### src/rtl/mux_rr_scheduler.sv
// Round-robin scheduler for a shared 4:1 single-bit mux, with bounded grant tenure.
// Optional macro MUX_SCHED_STATS_EN enables the grant-start counter on switch_cnt.
module mux_rr_scheduler #(
  parameter int unsigned HOLD_MAX = 4,
  parameter int unsigned CNT_W    = 8
) (
  input  logic       clk,
  input  logic       rst_n,
  input  logic       ena,
  input  logic [3:0] req,
  input  logic [3:0] din,
  output logic [3:0] gnt,
  output logic [1:0] sel,
  output logic       dout,
  output logic       dvalid,
  output logic       busy,
  output logic [7:0] switch_cnt
);

  typedef enum logic [0:0] {StIdle, StGrant} state_e;

  state_e             state_q, state_d;
  logic [1:0]         ptr_q, ptr_d;
  logic [CNT_W-1:0]   hold_q, hold_d;
  logic [3:0]         gnt_q, gnt_d;
  logic [1:0]         sel_q, sel_d;
  logic               dout_q, dout_d;
  logic               dvalid_q, dvalid_d;
  logic               grant_start;
  logic [1:0]         arb_ptr;
  logic [1:0]         winner;

  // First set request scanning upward from p, wrapping mod 4.
  function automatic logic [1:0] rr_pick(input logic [3:0] r, input logic [1:0] p);
    logic [1:0] idx;
    rr_pick = p;
    for (int k = 3; k >= 0; k--) begin
      idx = p + 2'(k);
      if (r[idx]) rr_pick = idx;
    end
  endfunction

  // On release the pointer moves past the owner in the same edge, so arbitrate from there.
  assign arb_ptr = (state_q == StGrant) ? sel_q + 2'd1 : ptr_q;
  assign winner  = rr_pick(req, arb_ptr);

  always_comb begin
    state_d     = state_q;
    ptr_d       = ptr_q;
    hold_d      = hold_q;
    gnt_d       = gnt_q;
    sel_d       = sel_q;
    grant_start = 1'b0;
    unique case (state_q)
      StIdle: begin
        if (ena && (req != 4'b0000)) begin
          state_d     = StGrant;
          gnt_d       = 4'b0001 << winner;
          sel_d       = winner;
          hold_d      = '0;
          grant_start = 1'b1;
        end
      end
      StGrant: begin
        if (ena && req[sel_q] && (hold_q < CNT_W'(HOLD_MAX - 1))) begin
          hold_d = hold_q + CNT_W'(1);
        end else begin
          ptr_d = sel_q + 2'd1;
          if (ena && (req != 4'b0000)) begin
            gnt_d       = 4'b0001 << winner;
            sel_d       = winner;
            hold_d      = '0;
            grant_start = 1'b1;
          end else begin
            state_d = StIdle;
            gnt_d   = 4'b0000;
            hold_d  = '0;
          end
        end
      end
      default: begin
        state_d = StIdle;
        gnt_d   = 4'b0000;
      end
    endcase
  end

  // Datapath uses the pre-edge select, so a switching edge still samples the old leg.
  always_comb begin
    dout_d   = (state_q == StGrant) ? din[sel_q] : 1'b0;
    dvalid_d = (state_q == StGrant);
  end

  always_ff @(posedge clk) begin
    if (!rst_n) begin
      state_q  <= StIdle;
      ptr_q    <= 2'd0;
      hold_q   <= '0;
      gnt_q    <= 4'b0000;
      sel_q    <= 2'd0;
      dout_q   <= 1'b0;
      dvalid_q <= 1'b0;
    end else begin
      state_q  <= state_d;
      ptr_q    <= ptr_d;
      hold_q   <= hold_d;
      gnt_q    <= gnt_d;
      sel_q    <= sel_d;
      dout_q   <= dout_d;
      dvalid_q <= dvalid_d;
    end
  end

  assign gnt    = gnt_q;
  assign sel    = sel_q;
  assign dout   = dout_q;
  assign dvalid = dvalid_q;
  assign busy   = (state_q == StGrant);

`ifdef MUX_SCHED_STATS_EN
  logic [7:0] switch_cnt_q;

  always_ff @(posedge clk) begin
    if (!rst_n) begin
      switch_cnt_q <= 8'h00;
    end else if (grant_start) begin
      switch_cnt_q <= switch_cnt_q + 8'd1;
    end
  end

  assign switch_cnt = switch_cnt_q;
`else
  logic unused_grant_start;
  assign unused_grant_start = grant_start;
  assign switch_cnt         = 8'h00;
`endif

endmodule

### config.mk
export PLATFORM = sky130hd
export DESIGN_NAME = mux_rr_scheduler
export DESIGN_NICKNAME = d
export VERILOG_FILES = /design/src/rtl/mux_rr_scheduler.sv
export SDC_FILE = /design/constraint.sdc
export NUM_CORES = 1
export LEC_CHECK = 0
export CORE_UTILIZATION = 35
export DETAILED_ROUTE_END_ITERATION = 6
export SLEW_MARGIN = 20
export SYNTH_ARGS = -nofsm -noshare
export SYNTH_HDL_FRONTEND = slang
export SYNTH_SLANG_ARGS = --single-unit
### constraint.sdc
create_clock -name clk -period 2 [get_ports clk]
set_clock_uncertainty 0.05 [all_clocks]
set_input_delay 0.5 -clock clk [delete_from_list [all_inputs] [get_ports clk]]
set_output_delay 0.5 -clock clk [all_outputs]
set_load 0.01 [all_outputs]
# [Word-level counts from Yosys, hierarchy flattened]
# Index checks and enable logic that the tools add are counted.
[op_classes] n_addsub=5 n_mul=0 n_div=0 order_cmp=6 n_eq_ne=2 n_shift=1 muxes=30 bitwise_logic=2 reduce_logical=7
[op_table] operator="$mux 8" n=2
[op_table] operator="$pmux 8 s2" n=1
[op_table] operator="$lt 2x3->1 const B" n=5
[op_table] operator="$mux 2" n=7
[op_table] operator="$bmux 1 s2" n=6
[op_table] operator="$mux 4" n=3
[op_table] operator="$add 8x1->8 const B" n=1
[op_table] operator="$lt 8x2->1 const B" n=1
[op_table] operator="$mux 1" n=8
[op_table] operator="$pmux 4 s2" n=1
[op_table] operator="$reduce_and 2->1" n=3
[op_table] operator="$add 2x1->2 const B" n=2
[op_table] operator="$add 2x2->2 const B" n=2
[op_table] operator="$ne 2x2->1 const B" n=2
[op_table] operator="$pmux 2 s2" n=1
[op_table] operator="$reduce_bool 4->1" n=1
[op_table] operator="$shl 1x2->4 const A" n=1
[op_table] operator="$logic_and 1x1->1" n=3
[op_table] operator="$not 1->1" n=2
[op_table] operator="$pmux 1 s2" n=1
[totals] regBits=19 latch_bits=0 ram_bits=0 romBits=0 in_bits=11 output_inout_bits=17 elab_cells=60 mem_count=0

# [Longest topological paths before layout]
# Gate-level depths: netlist of the first run.
[depth] ltp_word=13 mapped_depth=6 ltp_nobuf=6

# [Least setup slack after synthesis of the first run]
# OpenSTA, ideal clock, no wires.
[synth_path] path_kind="register -> register" startpoint="reg sel_q[0], in the netlist sel[0]" endpoint="reg gnt_q[3], in the netlist gnt[3]" setup_time_ns=0.096 arrival_time_ns=1.643 required_ns=1.854 slack_ns=0.211 path_stages_with_launch=7 path_buffers=1 synth_period_minus_slack_ns=1.789 path_cell_list="dfxtp_1 > buf_6 > mux4_2 > and4_4 > nor2_8 > nand2_4 > o41ai_2"
[synth_between] elab_chain_len=13 elab_cells_between_ends=28 cone_classes="add/sub: 4; eq/ne: 1; shift: 1; mux: 19; reduce/logical: 3"
[synth_lines] element="from (decl)" line="26" source="logic [1:0] sel_q, sel_d;"
[synth_lines] element="from (signal assigned)" line="108" source="sel_q <= sel_d;"
[synth_lines] element="$add 2x1->2" line="44" source="assign arb_ptr = (state_q == StGrant) ? sel_q + 2'd1 : ptr_q;"
[synth_lines] element="$mux 2" line="44"
[synth_lines] element="$add 2x2->2" line="38" source="idx = p + 2'(k);"
[synth_lines] element="$bmux 1 s2" line="39" source="if (r[idx]) rr_pick = idx;"
[synth_lines] element="$mux 1 (not written as such)" line="39"
[synth_lines] element="$mux 2 (4 in a row)" line="39"
[synth_lines] element="$shl 1x2->4" line="58, 70"
[synth_lines] element="$mux 4" line="69" source="if (ena && (req != 4'b0000)) begin"
[synth_lines] element="$mux 4" line="65" source="if (ena && req[sel_q] && (hold_q < CNT_W'(HOLD_MAX - 1))) begin"
[synth_lines] element="$pmux 4 s2" line="54" source="unique case (state_q)"
[synth_lines] element="to (signal assigned)" line="107" source="gnt_q <= gnt_d;"
[synth_lines] element="to (decl)" line="25" source="logic [3:0] gnt_q, gnt_d;"
# Several ways; a longest one is shown, not always the timed one. The select of a mux whose other input is x is not followed.
# A chain may end at the register's enable or synchronous reset.

# [Worst setup path after layout of the first run]
[layout_path] startpoint="reg sel_q[1], in the netlist sel[1]" endpoint="out sel[1]"
[layout_rtl] element="to (decl)" line="13" source="output logic [1:0] sel,"
# No word-level cell between the ends.

==> insert_results.sql, run 1 <==
INSERT INTO impl_metrics (metric_group, metric, value, unit) VALUES
('status', 'outcome', 'complete, no violations', ''),
('power_and_ir_drop', 'switchingPower', '239', 'uW'),
('critical_path', 'worst_r2r_path_depth', '5', ''),
('power_and_ir_drop', 'power.share.combinational', '0.271', ''),
('critical_path', 'timing.critical_path.required', '1.45', 'ns'),
('floorplan', 'core-area', '2780', 'sq um'),
('route', 'avgRoutedWirePerCell', '13.8', 'um'),
('timing', 'hold-worst-slack', '0.420', 'ns'),
('timing', 'max_freq', '0.519', 'GHz'),
('power_and_ir_drop', 'intPower', '595', 'uW'),
('layout', 'post_route_cells_drive_above_1_share', '0.270', ''),
('yosys', 'synth_edf_count', '0', ''),
('grt', 'grt_pass1_wl', '3.71', 'mm'),
('grt', 'antenna_found_initial', '0', ''),
('critical_path', 'r2r_end', 'gnt[3]$_SDFFE_PN0P_', ''),
('layout', 'postLayoutCellArea', '1400', 'sq um'),
('layout', 'layout.area.seq', '387', 'sq um'),
('layout', 'synthToLayoutAreaGrowth', '35.7', '%'),
('clocking', 'cts.sink_count', '19', ''),
('critical_path', 'critPathSlowestCell', 'clkdlybuf4s50_1', ''),
('layout', 'fill_cells', '269', ''),
('yosys', 'synth-async-reset-ratio', '0', ''),
('yosys', 'syn_inst', '104', ''),
('clocking', 'numCtsBuffers', '3', ''),
('clocking', 'cts_htree_levels', '1', ''),
('route', 'viasPerCell', '5.09', ''),
('floorplan', 'rows', '19', ''),
('floorplan', 'die_y', '56.3', 'um'),
('route', 'drt_iter0_markers', '18', ''),
('route', 'vias', '875', ''),
('timing', 'finalCritPeriodShare', '0.964', ''),
('layout', 'most-common-layout-cells', 'buf_4, dfxtp_1, clkdlybuf4s50_1, nor2_1, conb_1', ''),
('clocking', 'tritoncts', 'built', ''),
('power_and_ir_drop', 'power.switching_fraction', '0.287', ''),
('critical_path', 'timing.critical_path.arrival', '1.38', 'ns'),
('clocking', 'clk_root_buffer_cell', 'clkbuf_4', ''),
('placement', 'cell_area_placed', '1350', 'sq um'),
('placement', 'port_buffers', '19', ''),
('layout', 'antennaDiodeCount', '0', ''),
('critical_path', 'setup.worst_path.start', 'sel[1]$_SDFFE_PN0P_', ''),
('timing', 'final-setup-viol-count', '0', ''),
('worst_hold_path', 'class_of_the_tightest_hold_or_removal_check', 'reg2reg', ''),
('power_and_ir_drop', 'vdd_drop_max', '0.460', 'mV'),
('critical_path', 'startpoint_type', 'flip-flop', ''),
('floorplan', 'initial_utilization', '0.371', ''),
('critical_path', 'crit-reg2reg-launch', 'sel[0]$_SDFFE_PN0P_', ''),
('layout', 'nNetsFinal', '154', ''),
('power_and_ir_drop', 'pwr_density_cell', '597', 'nW/um^2'),
('yosys', 'yosys_register_bits', '19', ''),
('run', 'number_of_max_capacitance_violations_reported', '0', ''),
('route', 'pre_repair_dr_iteration_count', '4', ''),
('critical_path', 'crit_family', 'buffers and inverters', ''),
('timing', 'slew_violations', '0', ''),
('floorplan', 'die_area', '3170', 'sq um'),
('timing', 'report.final.hold_viol_count', '0', ''),
('power_and_ir_drop', 'clock_power_share', '0.233', ''),
('timing', 'finalCriticalPeriod', '1.93', 'ns'),
('power_and_ir_drop', 'power.leakage', '0.000596', 'uW'),
('clocking', 'clockBufferDepth', '2', ''),
('yosys', 'synth.cell_area', '1030', 'sq um'),
('placement', 'dp.final_hpwl', '1.68', 'mm'),
('critical_path', 'r2r_setup_slack', '0.25', 'ns'),
('grt', 'via_count_of_the_first_global_routing_pass', '816', ''),
('grt', 'grt_usage', '0.149', ''),
('grt', 'globalRouteOverflowTotal', '0', ''),
('yosys', 'seq_area_frac_synth', '0.369', ''),
('clocking', 'clock_insertion_delay_worst_skew', '0.29', 'ns'),
('yosys', 'dominantRegCellSynth', 'dfxtp_1', ''),
('yosys', 'synth.lib_cells_used.distinct', '42', ''),
('route', 'drt_wirelength', '2.37', 'mm'),
('route', 'drc', '0', '');
state kept, by name, indices dropped and copies added (netlist names):
register,count
busy,1
dout,1
dvalid,1
gnt,4
hold_q,8
ptr_q,2
sel,2
through the flow:
stage | total power [uW] | instances | utilization | setup slack (ns) | setup TNS, ns
6_report | 835 | 172 | 0.503 | 0.0723 | 0
5_1_grt | 876 | 172 | 0.503 | 0.0102 | 0
4_1_cts | 827 | 171 | 0.493 | 0.00346 | 0
3_5_place_dp | 639 | 167 | 0.484 | -0.315 | -3.73
3_3_place_gp | 637 | 167 | 0.484 | -0.328 | -3.56
2_1_floorplan | 546 | 111 | - | 0.211 | 0
power by group through the flow:
stage	Sequential (uW)	Clock (uW)	Combinational [uW]
6_report	414	194	226
5_1_grt	417	213	246
4_1_cts	414	197	216
3_5_place_dp	422	0	216
3_3_place_gp	422	0	215
2_1_floorplan	419	0	127
worst min-delay path, delay by kind of cell, from the launching register on:
family	cells	cell delay, ns
AO/OA/AOI/OAI	1	0.04
flip-flops	1	0.34
AND/OR/NAND/NOR	1	0.06
worst min path at each step:
| stage | startpoint | slack (ns) | endpoint | cells past startpoint |
|---|---|---|---|---|
| 3_5_place_dp | gnt[3]$_SDFFE_PN0P_ | 0.39 | gnt[3]$_SDFFE_PN0P_ | 2 |
| 4_1_cts | gnt[3]$_SDFFE_PN0P_ | 0.42 | gnt[3]$_SDFFE_PN0P_ | 2 |
| 5_1_grt | gnt[3]$_SDFFE_PN0P_ | 0.44 | gnt[3]$_SDFFE_PN0P_ | 2 |
| 2_1_floorplan | hold_q[4]$_SDFFE_PN0P_ | 0.38 | hold_q[4]$_SDFFE_PN0P_ | 1 |
| 6_report | gnt[3]$_SDFFE_PN0P_ | 0.42 | gnt[3]$_SDFFE_PN0P_ | 2 |
| 3_3_place_gp | gnt[3]$_SDFFE_PN0P_ | 0.39 | gnt[3]$_SDFFE_PN0P_ | 2 |
synth_stat cells (2+ instances only):
cell	instances	share of area
dfxtp_1	19	0.37
nor2_1	10	0.036
buf_4	9	0.066
and2_1	5	0.030
nand2_1	5	0.018
nand2b_1	5	0.030
a211oi_1	4	0.029
and3_1	4	0.024
inv_1	3	0.011
o31ai_1	3	0.022
a311oi_1	2	0.017
a31oi_1	2	0.012
buf_2	2	0.0097
mux4_2	2	0.044
nor3b_1	2	0.015
area by class of cell:
| cell class | instances | share of cell area |
|---|---|---|
| tap | 31 | 0.0277 |
| clock buffer | 4 | 0.0188 |
| timing repair buffer | 38 | 0.249 |
| multi-input combinational | 77 | 0.420 |
| inverter | 3 | 0.00805 |
| sequential | 19 | 0.276 |
timing repair:
item,CTS,global route
endpoints found under the setup margin,3,9
setup buffers,0,1
hold buffers,0,0
resized for setup,3,7
pin swaps,0,2
kinds of logic after synthesis:
logic type | Yosys count | share of synthesized area
other cells | 1 | 0.00364
buf+inv | 15 | 0.0971
fa+ha+maj | 1 | 0.0121
xor+xnor | 1 | 0.0158
compound gates | 23 | 0.200
flops | 19 | 0.369
simple gates | 41 | 0.249
mux | 3 | 0.0534
layer usage:
layer / vias to the layer above / track usage / wire (um)
met5: - / 0 / 0
met4: 0 / 0.0732 / 45
met3: 6 / 0.0230 / 81
met2: 19 / 0.221 / 1140
met1: 408 / 0.211 / 1100
li1: 442 / - / -
Note: power is estimated with default switching activity, not from simulation.
==> run 2, diff against run 1 <==
--- a/config.mk
+++ b/config.mk
@@ -5,8 +5,11 @@
 export SDC_FILE = /design/constraint.sdc
 export NUM_CORES = 1
 export LEC_CHECK = 0
+export ABC_AREA = 1
 export CORE_UTILIZATION = 35
 export DETAILED_ROUTE_END_ITERATION = 6
+export PLACE_DENSITY = 0.54
+export RECOVER_POWER = 100
 export SLEW_MARGIN = 20
 export SYNTH_ARGS = -nofsm -noshare
 export SYNTH_HDL_FRONTEND = slang
==> insert_results.sql, run 2 <==
INSERT INTO impl_metrics (metric_group, metric, value, unit) VALUES
('status', 'outcome', 'complete, no violations', ''),
('layout', 'post_route_cells_drive_above_1_share', '0.248', ''),
('clocking', 'cts_resized', '2', ''),
('placement', 'dp.final_hpwl', '2.39', 'mm'),
('yosys', 'synth.top_cell.area_share', '0.288', ''),
('timing', 'max_freq', '0.520', 'GHz'),
('clocking', 'tritoncts', 'built', ''),
('layout', 'largest_register', 'hold_q', ''),
('yosys', 'netlist_top_cells_count', 'nand2_1, inv_1, dfxtp_1', ''),
('floorplan', 'die_area', '4020', 'sq um'),
('timing', 'timing.final.ws_setup', '0.0755', 'ns'),
('yosys', 'synth_edf_count', '0', ''),
('route', 'pre_repair_dr_iteration_count', '4', ''),
('clocking', 'clockBufferDepth', '2', ''),
('timing', 'worst_slew_pin_slew', '0.516', 'ns'),
('critical_path', 'crit_path_max_fanout', '8', ''),
('critical_path', 'r2r_end', 'gnt[1]$_SDFFE_PN0P_', ''),
('grt', 'grt_usage', '0.160', ''),
('yosys', 'post_synth.cell_area_avg', '6.95', 'sq um'),
('route', 'drt_iter0_markers', '68', ''),
('grt', 'via_count_of_the_first_global_routing_pass', '1160', ''),
('route', 'viasPerCell', '4.58', ''),
('clocking', 'number_of_post_cts_setup_repair_buffers', '0', ''),
('yosys', 'synthDominantAreaCellType', 'dfxtp_1', ''),
('route', 'drc', '0', ''),
('clocking', 'clkSlewWorstSetupHoldPaths', '0.07', 'ns'),
('clocking', 'cts_hold_buf', '0', ''),
('placement', 'dp_slack', '-0.110', 'ns'),
('yosys', 'seq_area_frac_synth', '0.288', ''),
('timing', 'finalCriticalPeriod', '1.92', 'ns'),
('yosys', 'yosys-top-cells-area', 'dfxtp_1, nand2_1, nand2_4', ''),
('grt', 'globalRouteOverflowTotal', '0', ''),
('critical_path', 'critical_path.endpoint_type', 'primary output', ''),
('layout', 'synthToLayoutAreaGrowth', '24.9', '%'),
('layout', 'most-common-layout-cells', 'nand2_1, inv_1, dfxtp_1, nand3_1, clkdlybuf4s50_1', ''),
('floorplan', 'core-area', '3470', 'sq um'),
('layout', 'final_common_cell', 'nand2_1', ''),
('grt', 'grt_pass1_wl', '5.07', 'mm'),
('worst_hold_path', 'class_of_the_tightest_hold_or_removal_check', 'reg2reg', ''),
('yosys', 'number_of_warnings_printed_during_yosys_synthesis', '0', ''),
('yosys', 'synth_xor_xnor_area_share', '0', ''),
('floorplan', 'die_y', '63.4', 'um'),
('run', 'number_of_max_capacitance_violations_reported', '0', ''),
('layout', 'nNetsFinal', '235', ''),
('yosys', 'synth_top_family_by_area', 'simple AND/OR/NAND/NOR gates', ''),
('yosys', 'synth-async-reset-ratio', '0', ''),
('route', 'avgRoutedWirePerCell', '10.8', 'um'),
('timing', 'grt_setup_unrepaired', 'false', ''),
('floorplan', 'io_pins', '28', ''),
('clocking', 'clock_insertion_delay_worst_skew', '0.25', 'ns'),
('placement', 'port_buffers', '19', ''),
('grt', 'antenna_found_initial', '0', ''),
('clocking', 'clk_root_buffer_cell', 'clkbuf_8', ''),
('yosys', 'yosys.cell_count.top_type', 'nand2_1', ''),
('layout', 'postLayoutCellArea', '1650', 'sq um'),
('power_and_ir_drop', 'power.leakage', '0.000823', 'uW'),
('yosys', 'synth_compound_gate_area_share', '0.0938', ''),
('clocking', 'numCtsBuffers', '3', ''),
('placement', 'globalplace.congestion', '0.828', ''),
('route', 'drt_wirelength', '2.91', 'mm'),
('critical_path', 'startpoint_type', 'flip-flop', ''),
('worst_hold_path', 'worst_hold_path.endpoint', 'hold_q[7]$_SDFFE_PN0P_', ''),
('worst_hold_path', 'startpoint_of_the_most_critical_hold_path', 'hold_q[7]$_SDFFE_PN0P_', ''),
('yosys', 'synth_simple_gate_area_share', '0.462', ''),
('clocking', 'cts_htree_levels', '1', ''),
('floorplan', 'die_w', '63.4', 'um'),
('power_and_ir_drop', 'vdd_drop_max', '0.436', 'mV'),
('layout', 'antennaDiodeCount', '0', ''),
('yosys', 'yosys_register_bits', '19', ''),
('timing', 'final-setup-viol-count', '0', ''),
('yosys', 'synth_mux_area_frac', '0', ''),
('critical_path', 'worstSetupPathType', 'reg2out', ''),
('timing', 'slew_violations', '0', ''),
('layout', 'largest_register_ffs', '8', ''),
('critical_path', 'timing.critical_path.required', '1.45', 'ns'),
('yosys', 'synth.cell_area', '1320', 'sq um'),
('clocking', 'cts.sink_count', '19', ''),
('placement', 'cell_area_placed', '1610', 'sq um'),
('route', 'final_antenna_net_count', '0', ''),
('yosys', 'synth_adder_area_share', '0.00947', ''),
('yosys', 'synth.lib_cells_used.distinct', '32', ''),
('yosys', 'dominantRegCellSynth', 'dfxtp_1', ''),
('timing', 'finalCritPeriodShare', '0.962', ''),
('power_and_ir_drop', 'pwr_density_cell', '667', 'nW/um^2'),
('route', 'vias', '1227', ''),
('worst_hold_path', 'whs_path_cells', '2', ''),
('timing', 'worst_slew_margin_rel', '0.656', ''),
('critical_path', 'timing.critical_path.arrival', '1.37', 'ns'),
('critical_path', 'r2r_setup_slack', '0.18', 'ns'),
('floorplan', 'initial_utilization', '0.381', ''),
('critical_path', 'crit-reg2reg-launch', 'hold_q[0]$_SDFFE_PN0P_', ''),
('critical_path', 'worst_r2r_path_depth', '12', ''),
('timing', 'report.final.hold_viol_count', '0', ''),
('grt', 'grt_start_max_net_pins', '15', ''),
('yosys', 'syn_inst', '190', ''),
('floorplan', 'rows', '21', '');
-- run 2: logic make-up (layout without fill, tap and decap cells) --
family	after synthesis	count (layout)
compound gates	19	19
fa+ha+maj	1	1
buf+inv	38	63
flops	19	19
other cells	1	8
simple gates	112	112
-- run 2: layout make-up --
cell class / instances / area, sq um
inverter: 27 / 104
sequential: 19 / 383
fill: 373 / 1820
clock buffer: 4 / 45.0
timing repair buffer: 32 / 284
multi-input combinational: 140 / 777
tap: 46 / 57.6
-- run 2: metal layers --
metal  share of wire  routed length [um]  global-route usage  up-vias
met5               0                   0                   0        -
met4           0.018                  53              0.0653        0
met3           0.026                  75              0.0254        6
met2            0.47                1370               0.274       20
met1            0.48                1400               0.196      556
li1                -                   -                   -      645
-- run 2: where the power goes --
group,leakage (uW),internal (uW),switching (uW),total (uW)
clock,0.0000228,142,124,265
sequential,0.000155,401,26.1,427
combinational,0.000645,167,241,408
-- run 2: worst max path at each step --
stage                                       from                  end
after detailed placement                  req[2]  gnt[1]$_SDFFE_PN0P_
after global placement                    req[3]  gnt[3]$_SDFFE_PN0P_
after floorplan           hold_q[0]$_SDFFE_PN0P_  gnt[1]$_SDFFE_PN0P_
after global routing      hold_q[0]$_SDFFE_PN0P_  gnt[0]$_SDFFE_PN0P_
final                        sel[0]$_SDFFE_PN0P_               sel[0]
after CTS                    sel[0]$_SDFFE_PN0P_               sel[0]
-- run 2: critical path: stages, from the launching register on --
cell and delay (ns):
dfxtp_2 0.42, buf_4 0.17, clkdlybuf4s50_1 0.53
-- run 2: stage by stage --
| step | TNS, ns | utilization | hold WS, ns | cells | power, uW |
|---|---|---|---|---|---|
| after global routing | 0 | 0.476 | 0.416 | 268 | 1180 |
| after global placement | -0.417 | 0.463 | 0.377 | 264 | 846 |
| after floorplan | 0 | - | 0.362 | 197 | 731 |
| final | 0 | 0.476 | 0.401 | 268 | 1100 |
| after CTS | 0 | 0.477 | 0.395 | 268 | 1120 |
| after detailed placement | -0.515 | 0.463 | 0.387 | 264 | 850 |
==> run 3, diff against run 2 <==
--- a/config.mk
+++ b/config.mk
@@ -7,6 +7,7 @@
 export LEC_CHECK = 0
 export ABC_AREA = 1
 export CORE_UTILIZATION = 35
+export CTS_CLUSTER_SIZE = 12
 export DETAILED_ROUTE_END_ITERATION = 6
 export PLACE_DENSITY = 0.54
 export RECOVER_POWER = 100
==> results of run 3 <==
Same layout as run 2: the final DEF is identical, and so are final timing and power.
